`config.mk`:
```
export PLATFORM = sky130hd
export DESIGN_NAME = fifo_rd_stream
export DESIGN_NICKNAME = d
export VERILOG_FILES = /design/src/rtl/fifo_rd_stream.sv
export SDC_FILE = /design/constraint.sdc
export NUM_CORES = 1
export LEC_CHECK = 0
export CAP_MARGIN = 20
export CORE_MARGIN = 2
export CORE_UTILIZATION = 44
export DETAILED_ROUTE_END_ITERATION = 12
export MAX_ROUTING_LAYER = met4
export PLACE_DENSITY = 0.88
export SYNTH_ARGS = -nofsm -noshare
export SYNTH_HDL_FRONTEND = slang
export SYNTH_SLANG_ARGS = --single-unit
```
`constraint.sdc`:
```
create_clock -name rclk -period 2 [get_ports rclk]
set_input_delay 0.5 -clock rclk [delete_from_list [all_inputs] [get_ports rclk]]
set_output_delay 0.5 -clock rclk [all_outputs]
set_load 0.03 [all_outputs]
```
`src/rtl/fifo_rd_stream.sv`:
```
// Read-domain consumer: pops async-FIFO words into a 2-entry buffer and streams them out (valid/ready).
// Optional starvation counter enabled by defining FIFO_RD_STATS_EN.
module fifo_rd_stream #(
    parameter int DSIZE = 32,
    parameter int CNT_W = 16
) (
    input  logic             rclk,
    input  logic             rrst_n,
    input  logic [DSIZE-1:0] rdata,
    input  logic             rempty,
    input  logic             almost_empty,
    output logic             rinc,
    input  logic             en,
    input  logic             flush,
    output logic             flush_done,
    output logic [DSIZE-1:0] m_data,
    output logic             m_valid,
    input  logic             m_ready,
    output logic             low_water,
    output logic [CNT_W-1:0] word_cnt,
    output logic [CNT_W-1:0] stall_cnt
);

    typedef enum logic [1:0] {
        ST_IDLE  = 2'd0,
        ST_RUN   = 2'd1,
        ST_FLUSH = 2'd2
    } state_t;

    state_t             state_r;
    state_t             next_state_s;
    state_t             base_next_s;
    logic [1:0]         cnt_r;
    logic [DSIZE-1:0]   buf0_r;
    logic [DSIZE-1:0]   buf1_r;
    logic               rinc_s;
    logic               drain_s;
    logic               push_s;
    logic               flush_done_s;
    logic               low_water_r;
    logic [CNT_W-1:0]   word_cnt_r;

    // The head entry is always buf0_r; flushing hides the buffer immediately.
    assign m_valid    = (cnt_r != 2'd0) && (state_r != ST_FLUSH);
    assign m_data     = buf0_r;
    assign drain_s    = m_valid & m_ready;
    assign push_s     = rinc_s & (state_r == ST_RUN);
    assign rinc       = rinc_s;
    assign flush_done = flush_done_s;
    assign low_water  = low_water_r;
    assign word_cnt   = word_cnt_r;

    // Next-state, pop strobe and flush completion decode.
    always_comb begin
        base_next_s  = state_r;
        rinc_s       = 1'b0;
        flush_done_s = 1'b0;
        case (state_r)
            ST_IDLE: begin
                if (en) begin
                    base_next_s = ST_RUN;
                end else begin
                    base_next_s = ST_IDLE;
                end
            end
            ST_RUN: begin
                rinc_s = ~rempty & ((cnt_r < 2'd2) | drain_s);
                if (en) begin
                    base_next_s = ST_RUN;
                end else begin
                    base_next_s = ST_IDLE;
                end
            end
            ST_FLUSH: begin
                rinc_s = ~rempty;
                // A flush still being requested keeps draining even if the FIFO looks empty.
                if (rempty && !flush) begin
                    flush_done_s = 1'b1;
                    base_next_s  = en ? ST_RUN : ST_IDLE;
                end else begin
                    base_next_s  = ST_FLUSH;
                end
            end
            default: begin
                base_next_s = ST_IDLE;
            end
        endcase
        if (flush) begin
            next_state_s = ST_FLUSH;
        end else begin
            next_state_s = base_next_s;
        end
    end

    // State register.
    always_ff @(posedge rclk or negedge rrst_n) begin
        if (!rrst_n) begin
            state_r <= ST_IDLE;
        end else begin
            state_r <= next_state_s;
        end
    end

    // Two-entry buffer; a simultaneous push and drain queues the new word behind the survivor.
    always_ff @(posedge rclk or negedge rrst_n) begin
        if (!rrst_n) begin
            cnt_r  <= 2'd0;
            buf0_r <= {DSIZE{1'b0}};
            buf1_r <= {DSIZE{1'b0}};
        end else if (flush || (state_r == ST_FLUSH)) begin
            cnt_r <= 2'd0;
        end else begin
            case ({push_s, drain_s})
                2'b10: begin
                    if (cnt_r == 2'd0) begin
                        buf0_r <= rdata;
                    end else begin
                        buf1_r <= rdata;
                    end
                    cnt_r <= cnt_r + 2'd1;
                end
                2'b01: begin
                    buf0_r <= buf1_r;
                    cnt_r  <= cnt_r - 2'd1;
                end
                2'b11: begin
                    if (cnt_r == 2'd1) begin
                        buf0_r <= rdata;
                    end else begin
                        buf0_r <= buf1_r;
                        buf1_r <= rdata;
                    end
                end
                default: begin
                    cnt_r <= cnt_r;
                end
            endcase
        end
    end

    // Delivered-word counter and registered almost-empty status.
    always_ff @(posedge rclk or negedge rrst_n) begin
        if (!rrst_n) begin
            word_cnt_r  <= {CNT_W{1'b0}};
            low_water_r <= 1'b0;
        end else begin
            low_water_r <= almost_empty;
            if (drain_s) begin
                word_cnt_r <= word_cnt_r + {{(CNT_W-1){1'b0}}, 1'b1};
            end else begin
                word_cnt_r <= word_cnt_r;
            end
        end
    end

`ifdef FIFO_RD_STATS_EN
    logic [CNT_W-1:0] stall_cnt_r;

    // Saturating count of cycles where the consumer is ready but nothing is buffered.
    always_ff @(posedge rclk or negedge rrst_n) begin
        if (!rrst_n) begin
            stall_cnt_r <= {CNT_W{1'b0}};
        end else if (flush && (state_r != ST_FLUSH)) begin
            stall_cnt_r <= {CNT_W{1'b0}};
        end else if ((state_r == ST_RUN) && m_ready && !m_valid &&
                     (stall_cnt_r != {CNT_W{1'b1}})) begin
            stall_cnt_r <= stall_cnt_r + {{(CNT_W-1){1'b0}}, 1'b1};
        end else begin
            stall_cnt_r <= stall_cnt_r;
        end
    end

    assign stall_cnt = stall_cnt_r;
`else
    assign stall_cnt = {CNT_W{1'b0}};
`endif

endmodule

```
==> run summary <==
post-synthesis sequential area ratio -> 51.96%
total power -> 0.004047 W
synth warn -> 0
clock sink count -> 85
hold buffer count at cts -> 0
IO Pins -> 107
DIE WIDTH -> 100.5 um
RSZ-0062 raised after global routing -> true
H-tree Lvls -> 3
GRT Overall Usage -> 17.91%
vias in the first global route -> 2742
Tcrit/Tclk final -> 109.0%
Synth top area share -> 51.96%
Residual DRC -> 0
Cells after Synth -> 289
dominant cells by area after synthesis -> dfrtp_1 (52%), mux2_2 (18%), mux2_4 (11%)
antenna violations before repair -> 0
Num CTS Buffers -> 9
full die area -> 10090 sq um
fin cells -> 535
slowest CP cell -> dfrtp_1
Peak supply drop -> 0.4280 mV
fraction of registers with async set/reset -> 100.0%
Unique masters post-synth -> 34
Fin. Hold Viols -> 0
CP required -> 2220 ps
crit-path cells -> buf_4 -> ha_2 -> nor3b_4 -> a21bo_4 -> buf_12 -> mux2_4 -> mux2_4
Area Overhead vs Synth -> 44.01%
first-pass GRT wire length -> 13680 um
CTS root buf -> clkbuf_8
Setup crit end kind -> flop
starting density of the core -> 44.73%
CP most frequent cell -> mux2_4
via count -> 2686
Final setup violation count -> 66
Rel. slew slack -> 64.98%
Core ar. -> 9153 sq um
power density over the cells -> 686.4 nW/um^2
Psw -> 0.001119 W
clock skew -> 13.16 ps
combinational share of power -> 20.2%
failing checks -> negative setup slack
final worst setup slack -> -179.6 ps
Max Transition Viols Final -> 0
n_diodes -> 0
DR WL/cell -> 17.36 um
CP max FO -> 7
CP delay by family, top -> multiplexers
Hold Crit Class -> in -> async
ratio of cells with drive above 1 in the final layout -> 42.45%
CP Launch Type -> flop
Final GP Congestion -> 0.7879
kind of critical path -> reg -> reg
post-DR vias/cell -> 5.021
pin count of the biggest net entering global routing -> 40
crit path DAT -> 2400 ps
fmax -> 0.4588 GHz
static leakage -> 3.053 nW
worst-skew pair later-pin latency -> 340 ps
status -> complete, but fails checks
maximum root-to-sink buffer count -> 2
TritonCTS clock tree -> built
Clk pin slew, worst setup/hold paths -> 90 ps
most frequent cells in the layout -> dfrtp_1 (85), clkdlybuf4s50_1 (75), mux2_2 (62)
Largest stage delay, worst path -> 420 ps
main flop type after synthesis -> dfrtp_1
Final ANT Viol Nets -> 0
dpl ws -> -422.1 ps
max_cap viols -> 0
most common cell after layout, fill and taps aside -> dfrtp_1
Nets -> 465
Int Power -> 0.002928 W
Post-synth EDFFs -> 0
DP Wirelength -> 5800 um
Yosys top cell by area -> dfrtp_1
Flop pwr share -> 46.5%
die height -> 100.5 um
Core Util, Final -> 64.42%
PortBufs -> 90
Clock power frac -> 33.3%
drt first pass iters -> 4
worst slew pin tran -> 525.2 ps
Iter 0 DRT Violations -> 34
Buffers & Inverters on Critical Path -> 2
Mean Syn Cell Area -> 14.17 sq um
Routed WL -> 9289 um
gr ovfl total -> 0
worst hold slack -> 127.5 ps
Seq cells post-synth -> 85
Mapped Area -> 4094 sq um
Tmin final -> 2180 ps
Inst Count DP -> 499
Sw Ratio -> 27.65%
num rows -> 35
state kept, by name (all words and copies together) (netlist names):
register and count:
word_cnt 16, buf1_r 32, low_water 1, state_r 2, cnt_r 2, m_data 32
through the flow:
step / TNS [ps] / area (sq um)
6_report: -7356 / 5896
5_1_grt: -10050 / 5896
4_1_cts: -2204 / 5689
3_5_place_dp: -23650 / 5249
3_3_place_gp: -19710 / 5249
2_1_floorplan: -860.1 / 4158
synth_stat cells (2+ instances only):
master,instances
buf_2,7
nand2_1,8
nand3_1,3
nor2_1,6
inv_1,7
buf_4,16
mux2_2,66
o31ai_1,2
xnor2_1,13
xor2_1,4
nand4_1,4
ha_1,7
nor3b_1,2
buf_6,4
dfrtp_1,85
and3_1,2
or3_1,2
and4_1,4
mux2_4,30
a21oi_1,3
metal layers:
layer,up-vias,wire [um],global-route usage [%]
met5,-,0,-
met4,0,70,3.793
met3,6,274,4.022
met2,70,4647,29.58
met1,1368,4297,22.82
li1,1242,-,-
power groups by stage:
| stage | clock network [W] | registers [W] | logic [W] |
|---|---|---|---|
| 2_1_floorplan | 0 | 0.00211 | 0.000232 |
| 4_1_cts | 0.00138 | 0.00188 | 0.000813 |
| 5_1_grt | 0.00146 | 0.00189 | 0.000865 |
| 3_3_place_gp | 0 | 0.00191 | 0.000770 |
| 3_5_place_dp | 0 | 0.00191 | 0.000788 |
| 6_report | 0.00135 | 0.00188 | 0.000818 |
worst paths after layout:
path	start	to	slack [ps]	depth (start not counted)
setup / recovery	state_r[1]$_DFF_PN0_	m_data[28]$_DFFE_PN0P_	-180	7
hold / removal	rrst_n	m_data[30]$_DFFE_PN0P_	130	1
setup reg to reg	state_r[1]$_DFF_PN0_	m_data[28]$_DFFE_PN0P_	-180	7
hold reg to reg	word_cnt[15]$_DFFE_PN0P_	word_cnt[15]$_DFFE_PN0P_	480	1
max in group asynchronous	rrst_n	buf1_r[13]$_DFFE_PN0P_	1270	2
min in group rclk	word_cnt[15]$_DFFE_PN0P_	word_cnt[15]$_DFFE_PN0P_	480	1
cells by family (layout without fill, tap and decap cells):
| group | Yosys count | count (layout) | share of synthesized area, % |
|---|---|---|---|
| buf+inv | 34 | 154 | 5.532 |
| simple gates | 38 | 38 | 5.470 |
| xor+xnor | 17 | 17 | 3.637 |
| compound gates | 10 | 10 | 1.742 |
| flops | 85 | 85 | 51.96 |
| other cells | 1 | 16 | 0.09160 |
| mux | 97 | 97 | 29.43 |
| fa+ha+maj | 7 | 7 | 2.139 |
worst reg2reg max path, cell delays in order, from the launching register on:
cell and delay (ps):
dfrtp_1 420, buf_4 150, ha_2 200, nor3b_4 220
a21bo_4 330, buf_12 170, mux2_4 300, mux2_4 270
final cells by class:
class / instances / area [sq um]
timing repair buffer: 131 / 1425
inverter: 7 / 26.28
clock inverter: 6 / 93.84
fill: 644 / 3257
multi-input combinational: 185 / 1957
sequential: 85 / 2127
tap: 111 / 138.9
clock buffer: 10 / 127.6
what timing repair did:
action,4_1_cts,5_1_grt
resized for setup,27,21
setup endpoints to repair,37,78
pin swaps,3,6
gates cloned,2,5
buffers inserted,8,6
Note: power is estimated with default switching activity, not from simulation.
==> variant 1: new RTL, same flow settings <==
Add a define of `FIFO_RD_STATS_EN`.
--- a/src/rtl/fifo_rd_stream.sv
+++ b/src/rtl/fifo_rd_stream.sv
@@ -1,5 +1,7 @@
 // Read-domain consumer: pops async-FIFO words into a 2-entry buffer and streams them out (valid/ready).
 // Optional starvation counter enabled by defining FIFO_RD_STATS_EN.
+`define FIFO_RD_STATS_EN
+
 module fifo_rd_stream #(
     parameter int DSIZE = 32,
     parameter int CNT_W = 16
Formal check against the unedited RTL: not equivalent (a bounded check fails within 4 cycles, from zero or initial values and one cycle with rrst_n low).
==> variant 1 against the unedited design <==
  * Worst setup slack lost 450 ps
  * Critical path type unchanged
  * Routed wire length is 54% higher
  * Sequential cell count rose by 16
  * Sequential power grew 20%
  * Fmax decreased by 17%
  * Utilization rose by 7.7 points
  * Cell area is 25% higher
  * Count of clock-buffer cells in the layout down 1
  * Clock skew shrank 1.8 ps
  * Total power up 13%
  * Hold slack got worse by 87 ps
  * Synthesized area up 13%
  * The run still ends with setup timing left
  * Largest power group unchanged
==> variant 1: results (changes against the unedited design) <==
| Metric | Value |
|---|---|
| Iter 0 DRT Violations | `274 (+710%)` |
| Failing checks | `setup timing` |
| Maximum vdd ir drop | `386 µV (-9.9%)` |
| Met2 Wirelength | `7.61 mm (+64%)` |
| Met3 GRT Util | `0.0374 (-0.00282)` |
| HPWL Detailed | `8.28 mm (+43%)` |
| Worst-path maximum fanout | `16 (+9)` |
| CP Capture Point | `buf1_r[17]$_DFFE_PN0P_` |
| Area contributors post-synth | `dfrtp_1, mux2_2, a22oi_1` |
| Nets | `631 (+36%)` |
| Setup bufs post-CTS | `7 (-1)` |
| Synthesized area per cell | `11.1 µm² (-22%)` |
| Grt met1 use | `0.311 (+0.0831)` |
| Routed length on met3 | `664 µm (+140%)` |
| Mapped Nets | `467` |
| Gates resized, CTS repair | `111 (+310%)` |
| Critical Path Source | `cnt_r[1]$_DFFE_PN0P_` |
| Clock transition at path regs | `110 ps (+20 ps)` |
| Outcome | `complete, but fails checks` |
| Compound-Gate Fraction of Synth Area | `0.142 (+0.124)` |
| Slowest CP cell | `or3b_4` |
| RR Endpoint | `buf1_r[17]$_DFFE_PN0P_` |
| Via count | `4,116 (+53%)` |
| Avg WL per Cell | `19.8 µm (+14%)` |
| GP Congestion | `0.903 (+15%)` |
| Sequential-to-total area share from yosys stat | `0.548 (+0.0288)` |
| Synth Area in Adders | `0.0326 (+0.0112)` |
| Worst Tran Pin Value | `817 ps (+292 ps)` |
| GR Layer Usage met2 | `0.418 (+0.122)` |
| PnR worst setup slack | `-629 ps (-450 ps)` |
| Synth cell types | `46 (+35%)` |
| Vias in the first global route | `4,183 (+53%)` |
| Layout cells sized above 1 | `0.379 (-0.0450)` |
| Hold slack | `40.2 ps (-87.3 ps)` |
| Synth warn | `0 (unchanged)` |
| Root Driver | `clkbuf_8` |
| Synth top cells by count | `dfrtp_1, a21oi_1, nor2_1` |
| Delay-heaviest family, CP | `simple AND/OR/NAND/NOR gates` |
| Placed insts | `678 (+36%)` |
| Setup Viol. Count Final | `87 (+32%)` |
| Placed Area | `6190 µm² (+18%)` |
| Post-synthesis mux area share | `0.0850 (-0.209)` |
| Clock skew | `11.4 ps (-1.81 ps)` |
| M1 WL | `5.64 mm (+31%)` |
| Vias/cell | `5.71 (+14%)` |
| FILL cells | `643 (-0.16%)` |
| Largest net degree at the start of global routing | `38 (-5.0%)` |
| Setup WS pre-CTS | `-1080 ps (-660 ps)` |
| Total GRT Usage | `0.250 (+0.0710)` |
| Reg2Reg Depth | `13 (+6)` |
| Port buffer count | `106 (+18%)` |
| Critical Path AT | `2900 ps (+500 ps)` |
| Drt pass-1 iters | `5 (+1)` |
| Worst-Skew Late Latency | `360 ps (+20 ps)` |
| TNS Setup | `-39,420 ps (-32,060 ps)` |
| Post-Synth XOR/XNOR Area | `0.0342 (-0.00217)` |
| Pleak | `3.56 nW (+17%)` |
| First-pass GRT wire length | `21.6 mm (+58%)` |
## variant 1: changes by cell type after synthesis, sizes merged, moves of 8 or more
| cell | delta |
|---|---|
| nand2 | +11 |
| a22oi | +32 |
| nand3 | +8 |
| a21oi | +40 |
| nor2 | +37 |
| buf | -18 |
| mux2 | -64 |
| clkbuf | +12 |
| dfrtp | +16 |
## variant 1: power breakdown
part,total [mW],switching (mW),internal [mW]
Clock,1.36,0.761,0.602
Combinational,0.971,0.528,0.443
Sequential,2.25,0.0900,2.16
Total,4.58,1.38,3.20
## variant 1: kinds of logic after synthesis
group | Yosys count
compound gates | 100
xor+xnor | 18
fa+ha+maj | 12
buf+inv | 29
flops | 101
mux | 35
simple gates | 121
## variant 1: layout make-up
type	count	area (µm²)	area share
clock buffers	9	124	0.0168
clock inverters	7	81.3	0.0110
inverters	8	40.0	0.00543
multi-input cells	286	2650	0.359
flip-flops and latches	101	2530	0.343
well taps	136	170	0.0231
repair buffers	174	1790	0.242
==> variant 2: new RTL, same flow settings <==
Made on the original files. The 3 states of `state_t` get a one-hot encoding in 3 bits.
--- a/src/rtl/fifo_rd_stream.sv
+++ b/src/rtl/fifo_rd_stream.sv
@@ -21,10 +21,10 @@
     output logic [CNT_W-1:0] stall_cnt
 );
 
-    typedef enum logic [1:0] {
-        ST_IDLE  = 2'd0,
-        ST_RUN   = 2'd1,
-        ST_FLUSH = 2'd2
+    typedef enum logic [2:0] {
+        ST_IDLE  = 3'b001,
+        ST_RUN   = 3'b010,
+        ST_FLUSH = 3'b100
     } state_t;
 
     state_t             state_r;
Function: no difference found for any inputs over 4 cycles, from zero or initial values and one cycle with rrst_n low; so few cycles prove little.
==> variant 2 against the unedited design <==
  * The flow still finishes with violations (setup timing)
  * Total power grew 14%
  * Cell area grew 3.7%
  * Register-to-register slack improved by 90 ps
  * Routed wire length is 2.7% lower
  * Synthesized area increased by 7.1%
  * Sequential cell count grew 1
  * Worst setup slack improved by 33 ps
  * Largest power group unchanged
==> variant 2: results (changes against the unedited design) <==
| Metric | Value |
|---|---|
| Total Wirelength | `9.04 mm (-2.7%)` |
| Failing checks | `setup timing` |
| Worst path depth | `5 (-2)` |
| Clock transition at path regs | `80 ps` |
| Routed length on met3 | `311 µm (+14%)` |
| Combinational power | `1.20 mW (+47%)` |
| Port buffer count | `90 (unchanged)` |
| Vias/cell | `4.79 (-4.5%)` |
| Sequential-to-total area share from yosys stat | `0.491 (-0.0284)` |
| Placed insts | `526 (+5.4%)` |
| Layout cells sized above 1 | `0.421 (-0.00397)` |
| Setup Viol. Count Final | `67 (+1.5%)` |
| Clock skew | `7.83 ps (-5.33 ps)` |
| HP Class | `input pin to async pin` |
| Slowest stage delay, CP | `around 430 ps` |
| Clock buffer depth | `2 (unchanged)` |
| Avg WL per Cell | `16.1 µm (-7.2%)` |
| Sw frac | `0.277 (about the same)` |
| Maxcap violations | `0 (unchanged)` |
| Total GRT Usage | `0.179 (about the same)` |
| Synth warn | `0 (unchanged)` |
| Slowest CP cell | `dfrtp_1` |
| M1 WL | `3.94 mm (-8.4%)` |
| Critical path type | `flop to output port` |
| Post-synthesis async set-or-reset flop share | `1.00 (unchanged)` |
| GP Congestion | `0.786 (-0.19%)` |
| Num CTS Buffers | `9 (unchanged)` |
| RR Endpoint | `m_data[21]$_DFFE_PN0P_` |
| HPWL Detailed | `6.10 mm (+5.3%)` |
| CP Capture Point | `flush_done` |
| Total clock network power | `1.39 mW (+3%)` |
| Iter 0 DRT Violations | `64 (+88%)` |
| Delay-heaviest family, CP | `buffers and inverters` |
| Critical Path Source | `state_r[1]$_DFF_PN0_` |
| Antenna cells | `0 (unchanged)` |
| Nets | `465 (unchanged)` |
| Maximum vdd ir drop | `347 µV (-19%)` |
| Pleak | `2.91 nW (-4.6%)` |
| Largest net degree at the start of global routing | `32 (-20%)` |
| Area contributors post-synth | `dfrtp_1, mux2_4, mux2_2` |
| Outcome | `complete, but fails checks` |
| TNS Setup | `-4350 ps (+3000 ps)` |
| Worst-path maximum fanout | `5 (-2)` |
| Worst-Skew Late Latency | `roughly 350 ps` |
| Synth cell types | `37 (+8.8%)` |
| Max layer used | `met4` |
| Met2 Wirelength | `4.68 mm (+0.67%)` |
| Critical R2R Launch | `state_r[0]$_DFF_PN1_` |
| Reg2reg setup slack | `-90 ps (+90 ps)` |
| Post-synth top area share | `0.485 (-0.0344)` |
| Synthesized area per cell | `15.2 µm² (+7.1%)` |
| First-pass GRT wire length | `14.8 mm (+8.4%)` |
| PnR worst setup slack | `-147 ps (+33.1 ps)` |
| Synth top cells by count | `dfrtp_1, mux2_4, mux2_2` |
| Vias in the first global route | `2,869 (+4.6%)` |
| Placed Area | `5590 µm² (+6.5%)` |
## variant 2: cell types whose count changed in the layout (fill, tap and decap cells not counted), moves of 3 or more
| cell | delta |
|---|---|
| clkbuf_8 | +3 |
| xor2_1 | -3 |
| mux2_2 | -41 |
| dlymetal6s2s_1 | -3 |
| nand2_1 | -3 |
| buf_4 | +3 |
| nand3_1 | +6 |
| buf_12 | +3 |
| dlygate4sd2_1 | +3 |
| mux2_4 | +42 |
## variant 2: cell type report
type	count	area, µm²
Fill cell	729	3610
Sequential cell	86	2150
Multi-Input combinational cell	187	2080
Timing Repair Buffer	136	1470
Clock buffer	13	169
Tap cell	133	166
Clock inverter	3	65.1
Inverter	3	11.3
## variant 2: kinds of logic after synthesis
family,synth area share
buf+inv,0.0576
fa+ha+maj,0.00856
mux,0.311
other cells,0.000855
flops,0.491
simple gates,0.0648
compound gates,0.0311
xor+xnor,0.0351
## variant 2: worst reg2reg max path, stage by stage, from the launching register on
cell and delay (ps):
dfstp_2 600, nor3b_4 70, buf_4 140, a311oi_4 280, buf_6 180, buf_8 140
mux2_4 300, mux2_4 260
## variant 2: what timing repair did
item                                   CTS  global route
endpoints found under the hold margin    0             0
buffers inserted                        17             2
setup endpoints to repair               53            74
cloned                                   5             1
resized for setup                       23            17
pin swaps                                4             9
## variant 2: metrics by stage
step	worst slack, ps	utilization	hold slack [ps]	power (mW)
2_1_floorplan	-53.1	-	204	2.73
3_3_place_gp	-468	0.575	463	3.20
3_5_place_dp	-518	0.575	464	3.23
4_1_cts	-211	0.632	73.0	4.66
5_1_grt	-227	0.628	84.2	4.81
6_report	-147	0.628	73.6	4.62
## variant 2: layer usage
layer	global-route usage	up-vias
met5	-	-
met3	0.0315	11
met2	0.295	61
met1	0.218	1366
li1	-	1251
met4	0.0743	0
